## src/rtl/counter_adder_param.sv

```systemverilog
// Registered add/sub/accumulate unit with a limit-bounded up/down counter.
// Optional macro COUNTER_ADDER_SATURATE_EN clamps ADD/ACCUM/SUB results on carry/borrow.
module counter_adder_param #(
    parameter int unsigned WIDTH = 4,
    parameter int unsigned STEP  = 1
) (
    input  logic             clk,
    input  logic             rst,
    input  logic             en,
    input  logic [2:0]       select,
    input  logic [WIDTH-1:0] a,
    input  logic [WIDTH-1:0] b,
    output logic [WIDTH-1:0] dout,
    output logic             carry,
    output logic             wrap
);

    localparam int unsigned XW = WIDTH + 1;

    typedef enum logic [2:0] {
        OP_ADD   = 3'b000,
        OP_UP    = 3'b001,
        OP_HOLD  = 3'b010,
        OP_DOWN  = 3'b011,
        OP_LOAD  = 3'b100,
        OP_ACCUM = 3'b101,
        OP_SUB   = 3'b110,
        OP_CLEAR = 3'b111
    } op_e;

    logic [XW-1:0]    a_x, b_x, d_x, step_x;
    logic [XW-1:0]    sum_ab, diff_ab, sum_acc, up_val, down_val;
    logic [WIDTH-1:0] dout_n;
    logic             carry_n, wrap_n;

    // All arithmetic is one bit wider so carry/borrow survive.
    assign a_x      = {1'b0, a};
    assign b_x      = {1'b0, b};
    assign d_x      = {1'b0, dout};
    assign step_x   = XW'(STEP);
    assign sum_ab   = a_x + b_x;
    assign diff_ab  = a_x - b_x;
    assign sum_acc  = d_x + a_x;
    assign up_val   = d_x + step_x;
    assign down_val = d_x - step_x;

    always_ff @(posedge clk or posedge rst) begin
        if (rst) begin
            dout  <= '0;
            carry <= 1'b0;
            wrap  <= 1'b0;
        end else begin
            dout  <= dout_n;
            carry <= carry_n;
            wrap  <= wrap_n;
        end
    end

    always_comb begin
        dout_n  = dout;
        carry_n = carry;
        wrap_n  = 1'b0;
        if (en) begin
            case (op_e'(select))
                OP_ADD: begin
                    carry_n = sum_ab[WIDTH];
`ifdef COUNTER_ADDER_SATURATE_EN
                    dout_n  = sum_ab[WIDTH] ? '1 : sum_ab[WIDTH-1:0];
`else
                    dout_n  = sum_ab[WIDTH-1:0];
`endif
                end
                OP_SUB: begin
                    carry_n = diff_ab[WIDTH];
`ifdef COUNTER_ADDER_SATURATE_EN
                    dout_n  = diff_ab[WIDTH] ? '0 : diff_ab[WIDTH-1:0];
`else
                    dout_n  = diff_ab[WIDTH-1:0];
`endif
                end
                OP_ACCUM: begin
                    carry_n = sum_acc[WIDTH];
`ifdef COUNTER_ADDER_SATURATE_EN
                    dout_n  = sum_acc[WIDTH] ? '1 : sum_acc[WIDTH-1:0];
`else
                    dout_n  = sum_acc[WIDTH-1:0];
`endif
                end
                // b is the inclusive upper limit; starting above it wraps at once.
                OP_UP: begin
                    if (up_val > b_x) begin
                        dout_n = '0;
                        wrap_n = 1'b1;
                    end else begin
                        dout_n = up_val[WIDTH-1:0];
                    end
                end
                // Borrow out of dout-STEP means dout < STEP: reload from b.
                OP_DOWN: begin
                    if (down_val[WIDTH]) begin
                        dout_n = b;
                        wrap_n = 1'b1;
                    end else begin
                        dout_n = down_val[WIDTH-1:0];
                    end
                end
                OP_LOAD:  dout_n = a;
                OP_CLEAR: begin
                    dout_n  = '0;
                    carry_n = 1'b0;
                end
                OP_HOLD: ;
                default: ;
            endcase
        end
    end

endmodule

```

## config.mk

```make
export PLATFORM = sky130hd
export DESIGN_NAME = counter_adder_param
export DESIGN_NICKNAME = d
export VERILOG_FILES = /design/src/rtl/counter_adder_param.sv
export SDC_FILE = /design/constraint.sdc
export NUM_CORES = 1
export LEC_CHECK = 0
export CORE_UTILIZATION = 45
export CTS_CLUSTER_DIAMETER = 50
export DETAILED_ROUTE_END_ITERATION = 16
export PLACE_DENSITY = 0.7
export SLEW_MARGIN = 0
export SYNTH_ARGS = -nofsm -noshare
export SYNTH_HDL_FRONTEND = slang
export SYNTH_SLANG_ARGS = --single-unit
```

## constraint.sdc

```tcl
create_clock -name clk -period 4.4 [get_ports clk]
set_input_delay 1.32 -clock clk [delete_from_list [all_inputs] [get_ports clk]]
set_output_delay 1.32 -clock clk [all_outputs]
set_load 0.005 [all_outputs]
```

## Yosys cells after proc, flatten, opt, wreduce, memory -nomap -nowiden

Index checks and enable logic that the tools add are counted.

| word-level totals | value |
|---|---|
| register bits | 6 |
| output and inout bits | 6 |
| word-level logic and storage cells | 28 |
| input port bits | 14 |

| operators by class | value |
|---|---|
| reductions and logical operators | 5 |
| add/sub/neg operators | 5 |
| muxes and demuxes | 8 |
| magnitude comparators | 1 |
| eq/ne operators | 6 |

Operators with widths:

| cell | count |
|---|---|
| $pmux W4 S7 | 1 |
| $eq A3 B3 Y1 const B | 4 |
| $add A4 B4 Y5 | 2 |
| $mux W4 | 2 |
| $reduce_bool A7 Y1 | 1 |
| $add A4 B1 Y5 const B | 1 |
| $gt A5 B4 Y1 | 1 |
| $sub A4 B1 Y5 const B | 1 |
| $sub A4 B4 Y5 | 1 |
| $pmux W1 S4 | 1 |
| $reduce_and A2 Y1 | 2 |
| $reduce_bool A4 Y1 | 1 |
| $eq A3 B1 Y1 const B | 1 |
| $eq A3 B2 Y1 const B | 1 |
| $logic_not A3 Y1 | 1 |
| $mux W1 | 3 |
| $pmux W1 S2 | 1 |

## Depth between registers and ports, before layout

| logic depth | value |
|---|---|
| word-level depth | 5 |
| gate-level depth with buffers | 9 |

## Least setup slack after synthesis

OpenSTA, ideal clock, no wires.

| timing path | value |
|---|---|
| kind | input to register |
| start point | in a[0] |
| end point | reg dout[2] |
| arrival time | 2.848 ns |
| library setup time | 0.129 ns |
| path buffers | 0 |
| cell stages on the path | 7 |
| path slack | 1.423 ns |
| path through | ha_1 > fa_1 > xor2_1 > and3_1 > a221o_1 > a311oi_1 > a21oi_1 |

| on the way | value |
|---|---|
| longest elaborated chain between the ends | 2 |
| elaborated cells on any way between the ends | 4 |
| those cells by class | add/sub: 3; mux: 1 |

RTL lines:

| what | line | RTL |
|---|---|---|
| from (decl) | 11 | `input logic [WIDTH-1:0] a,` |
| $add A4 B4 Y5 (tied with other cells) | 43 | `assign sum_acc = d_x + a_x;` |
| $pmux W4 S7 * | 64 | `case (op_e'(select))` |
| to (signal assigned) | 53 | `dout <= dout_n;` |
| to (decl) | 13 | `output logic [WIDTH-1:0] dout,` |

Mark *: on every way between the ends. The rest lies on a longest branch, timed or not.
A chain may end at the register's enable or synchronous reset.

## Worst setup path in the final report

| timing path | value |
|---|---|
| start point | in b[3] |
| end point | reg dout[3] |

| on the way | value |
|---|---|
| longest elaborated chain between the ends | 3 |
| elaborated cells on any way between the ends | 6 |
| those cells by class | add/sub: 2; order compare: 1; mux: 3 |

RTL lines:

| what | line | RTL |
|---|---|---|
| from (decl) | 12 | `input logic [WIDTH-1:0] b,` |
| $gt A5 B4 Y1 | 91 | `if (up_val > b_x) begin` |
| $mux W4 | 91 |  |
| $pmux W4 S7 * | 64 |  |

Marked as above.

==> reports/qor.yml <==
drt-initial-drc-count: 50
cp_top_family: "compound AO/OA/AOI/OAI gates"
worst_pin_slew_ns: 0.594
ys.flop_type: "dfrtp_1"
drt-met1-wl_mm: 1.43
async_flop_share_pct: 100
ys_seq_area_share_pct: 12.6
relSlewSlack_pct: 60.2
routed.top_layer: "met4"
drc_errors: 0
viasPerCell: 6.07
rsz0062_at_grt: "false"
powerDensity_nw_per_um2: 259
synth-simple-area-share_pct: 21.0
min_period_ns: 3.34
synth_cell_type_count: 49
synth_warnings: 0
coreArea_sq_um: 2480
final_common_cell: "clkdlybuf4s50_1"
vias: 1190
max_freq_mhz: 299
num_rows: 18
synth_compound_area_share_pct: 29.4
clock_latency_ns: 0.25
crit_arrival_ns: 3.49
routed_wl_mm: 3.24
synth_top_family_by_area: "compound AO/OA/AOI/OAI gates"
clockRootBuffer: "clkbuf_4"
synthCells: 150
synth_edf_count: 0
synth_area_leaders: "ha_1 19%, dfrtp_1 13%, a21oi_1 5.5%, inv_1 5.4%, fa_1 5.1%"
hold_viol_final: 0
syn_area_sq_um: 1190
peakVddDrop_mv: 0.190
dpl.hpwl_mm: 2.48
required_ns: 4.55
postLayoutCoreUtil_pct: 56.8
start_util_pct: 47.9
htree_num_levels: 1
avgSynthCellArea_sq_um: 7.92
start_kind: "input pin"
grt_pass1_vias: 1140
clkTransAtPathRegs_ns: 0.05
portBuffers: 19
drtPass1Iterations: 5
grt_max_degree: 18
dr_wl_met3_um: 222
min_period_over_period_pct: 76.0
drive_above_1_share_pct: 5.42
synth_area_leader_cell: "ha_1"
ys_seq_elements: 6
max_cap_violations: 0
cts_setup_buffers: 0
worst_path_max_delay_cell: "clkdlybuf4s50_1"
path_class: "input pin to flop"
cts.sinks: 6
cts_inserted_buffers: 3
route.antenna.remaining_nets: 0
endpoint_kind: "flop"
ctsHoldBuffers: 0
final_max_slew_viol_count: 0
grt_pass1_wl_mm: 5.33
diodes: 0
crit_chain: "clkdlybuf4s50_1 > inv_1 > ha_1 > a21o_1 > a2111o_1 > nor2_1 > nand2_1 > a32oi_1"
wire_per_inst_um: 16.5
dr_wl_met2_mm: 1.56
hp-class: "flop to flop"
die_area_sq_um: 2850
fp.dieW_um: 53.4
tns_ns: 0
setup_viol: 0
antenna_found_initial: 0
synth_fa_ha_area_share_pct: 24.0
grt.total_usage_pct: 26.0
grt.overflow.total: 0
syn_nets: 185
synth_mux_area_share_pct: 0.948
critPathMaxFanout: 3
cts_resized: 0
cts_buffer_depth: 2
gp_congestion: 0.911
critPathMaxStageDelay_ns: 0.53
cp_num_buf_inv: 2
final_cell_mix: "19 x clkdlybuf4s50_1, 18 x ha_1, 17 x inv_1"
leakagePower_nw: 0.648
synth_top_cell_area_share_pct: 19.0
finClkSkew_ns: 0.0102
pin_count: 20
fin_nets: 203
tritoncts: "done"
die_h_um: 53.4
status: "finished clean"
area_growth_pct: 18.4
synth_xor_area_share_pct: 3.69
worst register-to-register path: stages (launching register included):
cell and delay (ns):
dfrtp_1 0.53, inv_1 0.13, ha_1 0.35, ha_1 0.37, nand4_1 0.13, a2111o_1 0.40, nor2_1 0.23, nand2_1 0.10
a32oi_1 0.23
cells by family (layout without fill, tap and decap cells):
family,after synthesis,after routing
and+or+nand+nor,45,45
DFF,6,6
muxes,1,1
adders and majority gates,21,21
xor gates and xnor gates,5,5
buffers and inverters,24,40
AOI/OAI and AO/OA,48,48
sequential cells by signal (all words and copies together), names as in the netlist:
name   flops
carry      1
dout       4
wrap       1
report_power, final:
group / internal, mW / switching [mW]
Combinational: 0.110 / 0.115
Sequential: 0.0648 / 0.0224
Clock: 0.0309 / 0.0205
cell usage after synthesis (3+ instances only):
| cell | number |
|---|---|
| a221o_1 | 4 |
| nand2b_1 | 5 |
| a21o_1 | 3 |
| clkbuf_1 | 4 |
| dfrtp_1 | 6 |
| nor3_1 | 3 |
| o21ai_0 | 7 |
| xnor2_1 | 3 |
| nand3_1 | 4 |
| inv_1 | 17 |
| nor2_1 | 9 |
| ha_1 | 18 |
| nand2_1 | 9 |
| fa_1 | 3 |
| a21oi_1 | 13 |
stage by stage:
step | hold slack, ns | power [mW] | instances | setup WS, ns | cell area [sq um]
final | 0.514 | 0.364 | 196 | 1.06 | 1410
after global routing | 0.519 | 0.399 | 196 | 0.987 | 1410
after CTS | 0.517 | 0.364 | 196 | 1.08 | 1410
after detailed placement | 0.502 | 0.310 | 193 | 0.824 | 1380
after global placement | 0.495 | 0.305 | 193 | 0.869 | 1380
after floorplan | 0.505 | 0.238 | 150 | 1.42 | 1190
routing by layer:
layer	vias up	track usage, %
met5	-	0
met3	2	3.45
li1	587	-
met2	42	42.9
met4	0	5.26
met1	559	35.6
final cells by class:
class,instances,area (sq um)
sequential,6,150
fill,234,1070
multi-input combinational,120,938
clock buffer,3,22.5
inverter,18,67.6
timing repair buffer,19,190
tap,30,37.5
path summary, 6_finish.rpt:
check                         from       to  slack (ns)  cells past startpoint
setup / recovery              b[3]  dout[3]        1.06                      8
hold / removal               carry    carry        0.51                      1
setup reg to reg           dout[0]  dout[3]        1.84                      8
hold reg to reg              carry    carry        0.51                      1
max in group asynchronous      rst  dout[3]        2.91                      2
min in group asynchronous      rst  dout[2]        1.29                      2
No activity file was read; power rests on OpenSTA's default activity.
